### config.mk
export PLATFORM = sky130hd
export DESIGN_NAME = snurisc_mem_arbiter
export DESIGN_NICKNAME = d
export VERILOG_FILES = /design/src/rtl/snurisc_mem_pkg.sv /design/src/rtl/snurisc_rr_arb2.sv /design/src/rtl/snurisc_mem_arbiter.sv
export SDC_FILE = /design/constraint.sdc
export NUM_CORES = 1
export LEC_CHECK = 0
export ABC_AREA = 0
export CAP_MARGIN = 20
export CORE_ASPECT_RATIO = 1.2
export CORE_MARGIN = 8
export CORE_UTILIZATION = 37
export DETAILED_ROUTE_END_ITERATION = 7
export PLACE_DENSITY = 0.74
export SLEW_MARGIN = 15
export SYNTH_ARGS = -nofsm -noshare
export SYNTH_HDL_FRONTEND = slang
export SYNTH_SLANG_ARGS = --single-unit
### constraint.sdc
create_clock -name i_clk -period 1.72 [get_ports i_clk]
set_input_delay 0.344 -clock i_clk [delete_from_list [all_inputs] [get_ports i_clk]]
set_output_delay 0.344 -clock i_clk [all_outputs]
set_load 0.005 [all_outputs]
### src/rtl/snurisc_mem_pkg.sv
// Shared types and constants for the snurisc memory arbiter and its
// round-robin picker.
package snurisc_mem_pkg;

  localparam int DEF_ADDR_W = 32;
  localparam int DEF_DATA_W = 32;

  typedef enum logic [1:0] {
    ST_IDLE  = 2'd0,
    ST_ISSUE = 2'd1,
    ST_WAIT  = 2'd2,
    ST_RESP  = 2'd3
  } state_e;

  // Owner encoding doubles as the bit index into the 2-bit request/grant vectors.
  localparam logic OWN_I = 1'b0;
  localparam logic OWN_D = 1'b1;

endpackage

### src/rtl/snurisc_rr_arb2.sv
// Two-requester round-robin picker. Grant is combinational from the request
// vector; last_owner only moves when the caller accepts a grant via advance.
module snurisc_rr_arb2
  import snurisc_mem_pkg::*;
(
  input  logic       i_clk,
  input  logic       i_reset_n,
  input  logic [1:0] i_req,
  input  logic       i_advance,
  output logic [1:0] o_gnt
);

  logic last_owner_q;

  always_comb begin
    o_gnt = 2'b00;
    case (i_req)
      2'b01:   o_gnt = 2'b01;
      2'b10:   o_gnt = 2'b10;
      2'b11:   o_gnt = (last_owner_q == OWN_D) ? 2'b01 : 2'b10;
      default: o_gnt = 2'b00;
    endcase
  end

  // Reset favours the I side first by pretending D was the last winner.
  always_ff @(posedge i_clk or negedge i_reset_n) begin
    if (!i_reset_n) begin
      last_owner_q <= OWN_D;
    end else if (i_advance && (o_gnt != 2'b00)) begin
      last_owner_q <= o_gnt[OWN_D];
    end
  end

endmodule

### src/rtl/snurisc_mem_arbiter.sv
// Shares one fixed-latency single-port memory between the fetch (I) and data (D)
// ports: round-robin grant, one outstanding access, grant->rvalid = MEM_LAT+2.
module snurisc_mem_arbiter
  import snurisc_mem_pkg::*;
#(
  parameter int ADDR_W  = DEF_ADDR_W,
  parameter int DATA_W  = DEF_DATA_W,
  parameter int MEM_LAT = 2
) (
  input  logic                i_clk,
  input  logic                i_reset_n,
  input  logic                i_imem_req,
  input  logic [ADDR_W-1:0]   i_imem_addr,
  output logic                o_imem_gnt,
  output logic                o_imem_rvalid,
  output logic [DATA_W-1:0]   o_imem_rdata,
  input  logic                i_dmem_req,
  input  logic                i_dmem_we,
  input  logic [ADDR_W-1:0]   i_dmem_addr,
  input  logic [DATA_W-1:0]   i_dmem_wdata,
  input  logic [DATA_W/8-1:0] i_dmem_be,
  output logic                o_dmem_gnt,
  output logic                o_dmem_rvalid,
  output logic [DATA_W-1:0]   o_dmem_rdata,
  output logic                o_mem_en,
  output logic                o_mem_we,
  output logic [ADDR_W-1:0]   o_mem_addr,
  output logic [DATA_W-1:0]   o_mem_wdata,
  output logic [DATA_W/8-1:0] o_mem_be,
  input  logic [DATA_W-1:0]   i_mem_rdata,
  output logic                o_busy,
  output logic [1:0]          o_dbg_state
);

  localparam int BE_W  = DATA_W / 8;
  localparam int CNT_W = $clog2(MEM_LAT + 1);

  // Handshake: a port holds req (with stable fields) until its one-cycle gnt;
  // fields are sampled only on the gnt edge. rvalid is a one-cycle pulse and
  // rdata holds its value between pulses.

  state_e              state_q;
  logic                owner_q;
  logic                we_q;
  logic [CNT_W-1:0]    cnt_q;
  logic                mem_en_q;
  logic                mem_we_q;
  logic [ADDR_W-1:0]   mem_addr_q;
  logic [DATA_W-1:0]   mem_wdata_q;
  logic [BE_W-1:0]     mem_be_q;
  logic                imem_rvalid_q;
  logic [DATA_W-1:0]   imem_rdata_q;
  logic                dmem_rvalid_q;
  logic [DATA_W-1:0]   dmem_rdata_q;

  logic                idle;
  logic [1:0]          arb_gnt;
  logic                grant_any;

  // Gating with reset keeps the combinational grants quiet while reset is held.
  assign idle = (state_q == ST_IDLE) && i_reset_n;

  snurisc_rr_arb2 u_rr_arb2 (
    .i_clk     (i_clk),
    .i_reset_n (i_reset_n),
    .i_req     ({i_dmem_req, i_imem_req}),
    .i_advance (idle),
    .o_gnt     (arb_gnt)
  );

  assign o_imem_gnt = idle & arb_gnt[OWN_I];
  assign o_dmem_gnt = idle & arb_gnt[OWN_D];
  assign grant_any  = o_imem_gnt | o_dmem_gnt;

  always_ff @(posedge i_clk or negedge i_reset_n) begin
    if (!i_reset_n) begin
      state_q       <= ST_IDLE;
      owner_q       <= OWN_I;
      we_q          <= 1'b0;
      cnt_q         <= '0;
      mem_en_q      <= 1'b0;
      mem_we_q      <= 1'b0;
      mem_addr_q    <= '0;
      mem_wdata_q   <= '0;
      mem_be_q      <= '0;
      imem_rvalid_q <= 1'b0;
      imem_rdata_q  <= '0;
      dmem_rvalid_q <= 1'b0;
      dmem_rdata_q  <= '0;
    end else begin
      case (state_q)
        ST_IDLE: begin
          if (grant_any) begin
            owner_q  <= o_dmem_gnt ? OWN_D : OWN_I;
            mem_en_q <= 1'b1;
            if (o_dmem_gnt) begin
              we_q        <= i_dmem_we;
              mem_we_q    <= i_dmem_we;
              mem_addr_q  <= i_dmem_addr;
              mem_wdata_q <= i_dmem_wdata;
              mem_be_q    <= i_dmem_be;
            end else begin
              we_q        <= 1'b0;
              mem_we_q    <= 1'b0;
              mem_addr_q  <= i_imem_addr;
              mem_wdata_q <= '0;
              mem_be_q    <= '1;
            end
            state_q <= ST_ISSUE;
          end
        end
        ST_ISSUE: begin
          mem_en_q    <= 1'b0;
          mem_we_q    <= 1'b0;
          mem_addr_q  <= '0;
          mem_wdata_q <= '0;
          mem_be_q    <= '0;
          cnt_q       <= CNT_W'(MEM_LAT);
          state_q     <= ST_WAIT;
        end
        ST_WAIT: begin
          cnt_q <= cnt_q - CNT_W'(1);
          // cnt_q==1 is the cycle the memory presents read data.
          if (cnt_q == CNT_W'(1)) begin
            if (owner_q == OWN_D) begin
              dmem_rvalid_q <= 1'b1;
              dmem_rdata_q  <= we_q ? '0 : i_mem_rdata;
            end else begin
              imem_rvalid_q <= 1'b1;
              imem_rdata_q  <= i_mem_rdata;
            end
            state_q <= ST_RESP;
          end
        end
        ST_RESP: begin
          imem_rvalid_q <= 1'b0;
          dmem_rvalid_q <= 1'b0;
          state_q       <= ST_IDLE;
        end
        default: state_q <= ST_IDLE;
      endcase
    end
  end

  assign o_imem_rvalid = imem_rvalid_q;
  assign o_imem_rdata  = imem_rdata_q;
  assign o_dmem_rvalid = dmem_rvalid_q;
  assign o_dmem_rdata  = dmem_rdata_q;
  assign o_mem_en      = mem_en_q;
  assign o_mem_we      = mem_we_q;
  assign o_mem_addr    = mem_addr_q;
  assign o_mem_wdata   = mem_wdata_q;
  assign o_mem_be      = mem_be_q;
  assign o_busy        = (state_q != ST_IDLE);
  assign o_dbg_state   = state_q;

endmodule

==> results of run 1 <==
stage by stage:
stage / worst slack (ps) / TNS [ps] / total power [mW] / cell area, µm² / instances
after floorplan: 47.9 / 0 / 8.09 / 5820 / 448
after global placement: -400 / -15150 / 12.3 / 9030 / 929
after detailed placement: -403 / -17680 / 12.6 / 9030 / 929
final: -46.5 / -139 / 17.1 / 9970 / 974
after CTS: -71.6 / -83.8 / 16.5 / 9650 / 961
after global routing: -136 / -2950 / 18.0 / 9970 / 974
path summary, 6_finish.rpt:
| check | slack, ps | endpoint | startpoint | depth (start not counted) |
|---|---|---|---|---|
| worst max-delay path | -50 | o_imem_gnt | u_rr_arb2.last_owner_q | 3 |
| worst min-delay path | 30 | o_mem_be[3] | i_reset_n | 2 |
| worst max register to register | -20 | o_mem_addr[16] | o_dbg_state[1] | 10 |
| worst min register to register | 480 | o_dmem_rdata[4] | o_dmem_rdata[4] | 2 |
| max in group asynchronous | 1230 | o_mem_wdata[2] | i_reset_n | 2 |
| min in group i_clk | 440 | owner_q | i_reset_n | 4 |
cell families (layout without fill, tap and decap cells):
| family | Yosys count | count (layout) | synth area share |
|---|---|---|---|
| AOI/OAI and AO/OA | 118 | 118 | 0.154 |
| and+or+nand+nor | 78 | 78 | 0.0679 |
| buffers and inverters | 37 | 355 | 0.0292 |
| muxes | 66 | 66 | 0.121 |
| adders and majority gates | 6 | 6 | 0.0129 |
| DFF | 143 | 143 | 0.615 |
layout make-up:
type | instances | area share
inverter | 7 | 0.00289
tap | 208 | 0.0261
timing repair buffer | 317 | 0.328
clock inverter | 12 | 0.0183
clock buffer | 19 | 0.0434
sequential | 143 | 0.359
multi-input combinational | 268 | 0.222
state kept, by name (all words and copies together) (netlist names):
name,flops
o_mem_addr,32
o_dmem_rdata,32
o_mem_be,4
o_imem_rdata,32
o_dbg_state,2
o_imem_rvalid,1
u_rr_arb2.last_owner_q,1
o_mem_en,1
o_dmem_rvalid,1
o_mem_wdata,32
o_mem_we,1
cnt_q,2
we_q,1
owner_q,1
worst reg2reg max path, cell delays in order, from the launching register on:
cell and delay [ps]:
dfrtp_1 390, inv_2 90, ha_4 160, buf_4 110, buf_6 100, inv_4 30
buf_4 130, a21boi_4 230, buf_12 160, clkbuf_16 150, o2bb2ai_1 120
power by group through the flow:
stage               registers, mW  logic (mW)  clock network (mW)
global route                 5.98        7.95                4.08
global placement             5.73        6.56                   0
CTS                          5.77        6.82                3.92
detailed placement           5.79        6.77                   0
floorplan                    5.73        2.36                   0
finish                       5.79        7.43                3.84
routing by layer:
metal  GRT usage  vias to the layer above  part of all wire
li1            -                     2235                 -
met1       0.205                     2316              0.39
met2       0.307                      181              0.51
met3      0.0595                       16             0.083
met4      0.0570                        0             0.014
met5           0                        -                 0
placed cells by master, fill, tap and decap left out, types with 2 or more instances in the layout:
| cell type | netlist | layout |
|---|---|---|
| o2bb2ai_2 | 0 | 13 |
| a22o_1 | 34 | 34 |
| clkbuf_16 | 0 | 21 |
| buf_12 | 0 | 9 |
| a21bo_2 | 2 | 2 |
| o21ai_0 | 36 | 36 |
| nand2_1 | 35 | 34 |
| mux2_2 | 33 | 33 |
| buf_6 | 0 | 5 |
| clkbuf_1 | 9 | 2 |
| dfrtp_1 | 142 | 142 |
| inv_1 | 7 | 3 |
| mux2i_1 | 33 | 33 |
| nor3_1 | 4 | 4 |
| buf_4 | 2 | 24 |
| o2bb2ai_1 | 36 | 23 |
| nor2b_1 | 2 | 2 |
| clkdlybuf4s50_1 | 0 | 270 |
| clkinvlp_4 | 0 | 3 |
| inv_2 | 0 | 3 |
| bufinv_16 | 0 | 4 |
| a21o_1 | 2 | 2 |
| inv_6 | 0 | 3 |
| nand2b_1 | 32 | 32 |
| ha_1 | 6 | 5 |
| dlygate4sd2_1 | 0 | 2 |
timing repair:
item	in CTS	in global routing
buffers inserted	1	7
endpoints found under the setup margin	75	46
gates resized for setup	19	28
pin swaps	3	16
cloned	0	6
==> results_dict.tcl, run 1 <==
set metrics [dict create \
    synth_ff_type "dfrtp_1" \
    synth_top_area_share 0.611 \
    synth_area_leader_cell "dfrtp_1" \
    final_util 0.643 \
    gp_congestion 0.753 \
    synth_nets 591 \
    internal-power_mw 12.0 \
    fin_crit_sh 1.03 \
    overflow 0 \
    htreeDepth 4 \
    ys_seq_area_frac 0.615 \
    final-setup-viol-count 11 \
    ys_async_sr_fraction 1.00 \
    post_drt_wl_per_cell_um 19.6 \
    cp_slowest_stage_delay_ps 530 \
    first_iter_violations 280 \
    track_usage 0.180 \
    firstDrtPassIters 4 \
    fill_cells 1222 \
    grt_max_degree 110 \
    drv_cap 0 \
    drc 0 \
    swShare 0.299 \
    peakVddDrop_uv 825 \
    die_h_um 153 \
    cts_hold_buf 0 \
    hold_ws_ps 29.6 \
    clock-sinks 143 \
    final_nets 897 \
    path_max_fanout 4 \
    clkLatencyLatePin_ps 400 \
    synth-seq-cells 143 \
    dieArea_um2 20000 \
    p_seq_frac 0.339 \
    p_switching_mw 5.10 \
    numCtsBuffers 17 \
    boundaryPins 278 \
    synth_commonest_cells "dfrtp_1, o21ai_0, o2bb2ai_1, nand2_1, a22o_1" \
    vias_per_cell 4.87 \
    combPwrFrac 0.436 \
    crit_required_ps 1380 \
    row_count 50 \
    hp-class "in2async" \
    cts_tree "done" \
    grt_setup_unrepaired "true" \
    clkPwrFrac 0.225 \
    p_leak_nw 4.43 \
    critical_path_class "reg2out" \
    hold_viol_final 0 \
    core_area_um2 15500 \
    cp_top_family "flip-flops" \
    area_delta_synth_final_pct 71.3 \
    powerDensity_nw_per_um2 1710 \
    cts_root_buf "clkbuf_16" \
    worstMarginPinSlew_ps 886 \
    syn_avg_cell_area_um2 13.0 \
    multi_input_area_um2 2210 \
    crit_buf_inv 1 \
    skew_ps 8.97 \
    syn_area_um2 5820 \
    synth_edf_count 0 \
    antenna_found_initial 0 \
    drive_gt1_frac 0.175 \
    fmax_mhz 566 \
    report.final.slew_viol_count 0 \
    ys_warn_count 0 \
    violations "negative setup slack" \
    crit_chain "a21bo_2 -> nor2b_1 -> buf_2" \
    floorplan.initialDensity 0.375 \
    yosys.cell_count.top_type "dfrtp_1" \
    finalCriticalPeriod_ps 1770 \
    end_kind "output port" \
    portBuffers 277 \
    crit_path_start_kind "register" \
    ant_nets 0 \
    clockBufferDepth 2 \
    totalWireLength_um 19100 \
    synth_area_leaders "dfrtp_1, mux2_2, mux2i_1, o2bb2ai_1, a22o_1" \
    synth_cells 448 \
    diodes 0 \
    status "finished with violations" \
    clk_pin_slew_ps 60 \
    arrival_ps 1420 \
    synth_cell_types 30 \
    dr_total_vias 4748 \
    die_w_um 130 \
    slowest_stage "dfstp_2" \
    grt_pass1_wl_um 28200 \
    regArea_um2 3580 \
    hpwlAfterDp_um 13800 \
    relSlewSlack 0.409 \
    worst_slack_ps -46.5 \
    grt_pass1_vias 5214 \
]
No activity file was read; power rests on OpenSTA's default activity.
==> inputs of run 2 (changes only) <==
SKIP_LAST_GASP = 1   (was default)
==> results_dict.tcl, run 2 (same netlist as run 1, synthesis figures left out) <==
set metrics [dict create \
    status "finished with violations" \
    violations "negative setup slack" \
    worstMarginPinSlew_ps 887 \
    floorplan.initialDensity 0.375 \
    vias_per_cell 4.89 \
    grt_max_degree 110 \
    dieArea_um2 20000 \
    crit_required_ps 1380 \
    firstDrtPassIters 4 \
    tns_ps -214 \
    arrival_ps 1420 \
    finalCriticalPeriod_ps 1770 \
    area_delta_synth_final_pct 70.5 \
    end_kind "output port" \
    row_count 50 \
    die_h_um 153 \
    grt_pass1_vias 5214 \
    hp-class "in2async" \
    overflow 0 \
    ant_nets 0 \
    cts_root_buf "clkbuf_16" \
    internal-power_mw 11.9 \
    crit_buf_inv 1 \
    track_usage 0.180 \
    hold_ws_ps 29.1 \
    cts_hold_buf 0 \
    fmax_mhz 566 \
    crit_path_start_kind "register" \
    slowest_stage "dfstp_2" \
    first_iter_violations 282 \
    clkPwrFrac 0.227 \
    combPwrFrac 0.433 \
    relSlewSlack 0.409 \
    clockBufferDepth 2 \
    crit_chain "a21bo_2 -> nor2b_1 -> buf_2" \
    diodes 0 \
    p_leak_nw 4.42 \
    core_area_um2 15500 \
    gp_congestion 0.753 \
    fin_crit_sh 1.03 \
    cp_top_family "flip-flops" \
    hpwlAfterDp_um 13800 \
    cp_slowest_stage_delay_ps 530 \
    numCtsBuffers 17 \
    peakVddDrop_uv 820 \
    hold_viol_final 0 \
    clock-sinks 143 \
    skew_ps 9.05 \
    worst_slack_ps -46.4 \
    clk_pin_slew_ps 60 \
    grt_setup_unrepaired "true" \
    p_switching_mw 5.05 \
    drv_cap 0 \
    drive_gt1_frac 0.166 \
    post_drt_wl_per_cell_um 19.6 \
    path_max_fanout 4 \
    drc 0 \
    htreeDepth 4 \
    clkLatencyLatePin_ps 400 \
    final_nets 897 \
    boundaryPins 278 \
    cts_tree "done" \
    final_common_cell "clkdlybuf4s50_1" \
    totalWireLength_um 19000 \
    powerDensity_nw_per_um2 1710 \
    final-setup-viol-count 13 \
    mostFrequentLayoutCells "clkdlybuf4s50_1, dfrtp_1, o21ai_0, a22o_1, nand2_1" \
    critical_path_class "reg2out" \
    grt_pass1_wl_um 28200 \
    dr_total_vias 4760 \
    p_seq_frac 0.341 \
    die_w_um 130 \
    swShare 0.298 \
    report.final.slew_viol_count 0 \
    portBuffers 277 \
    fill_cells 1231 \
    antenna_found_initial 0 \
]
-- run 2: cell count changes in the layout (fill, tap and decap cells not counted) --
cell       delta
o2bb2ai_2     -7
o2bb2ai_1     +7
buf_6         +1
buf_8         -1
-- run 2: routing by layer --
layer  GRT usage  routed length (µm)
met4      0.0570                 274
met1       0.205                7440
met3      0.0595                1570
met5           0                   0
met2       0.307                9760
-- run 2: worst paths after layout --
path,to,startpoint,cells past startpoint,slack [ps]
max,o_imem_gnt,u_rr_arb2.last_owner_q,3,-50
min,o_mem_be[3],i_reset_n,2,30
max reg2reg,o_mem_addr[9],o_dbg_state[1],10,-20
min reg2reg,o_dmem_rdata[4],o_dmem_rdata[4],2,480
max in group asynchronous,o_mem_wdata[2],i_reset_n,2,1230
min in group i_clk,owner_q,i_reset_n,4,440
-- run 2: power by group through the flow --
stage | clock network (mW) | logic [mW] | registers [mW]
3_5_place_dp | 0 | 6.77 | 5.79
5_1_grt | 4.08 | 7.86 | 5.96
4_1_cts | 3.92 | 6.82 | 5.77
2_1_floorplan | 0 | 2.36 | 5.73
6_report | 3.84 | 7.34 | 5.78
3_3_place_gp | 0 | 6.56 | 5.73
-- run 2: repair_timing --
| action | in CTS | in global routing |
|---|---|---|
| resized for setup | 19 | 20 |
| setup buffers | 1 | 7 |
| pin swaps | 3 | 3 |
| endpoints found under the setup margin | 75 | 46 |
| cloned | 0 | 6 |
-- run 2: final cells by class --
cell class              instances  area [µm²]  share of cell area
clock buffers                  19         433              0.0436
clock inverters                12         183              0.0184
inverters                       7        28.8             0.00290
multi-input cells             268        2170               0.219
flip-flops and latches        143        3580               0.361
well taps                     208         260              0.0262
repair buffers                317        3270               0.329
-- run 2: stage by stage --
step | setup WS [ps] | area [µm²] | power [mW] | cells | util
after floorplan | 47.9 | 5820 | 8.09 | 448 | -
after global placement | -400 | 9030 | 12.3 | 929 | 0.582
after detailed placement | -403 | 9030 | 12.6 | 929 | 0.582
after CTS | -71.6 | 9650 | 16.5 | 961 | 0.622
after global routing | -136 | 9920 | 17.9 | 974 | 0.639
final | -46.4 | 9920 | 17.0 | 974 | 0.639
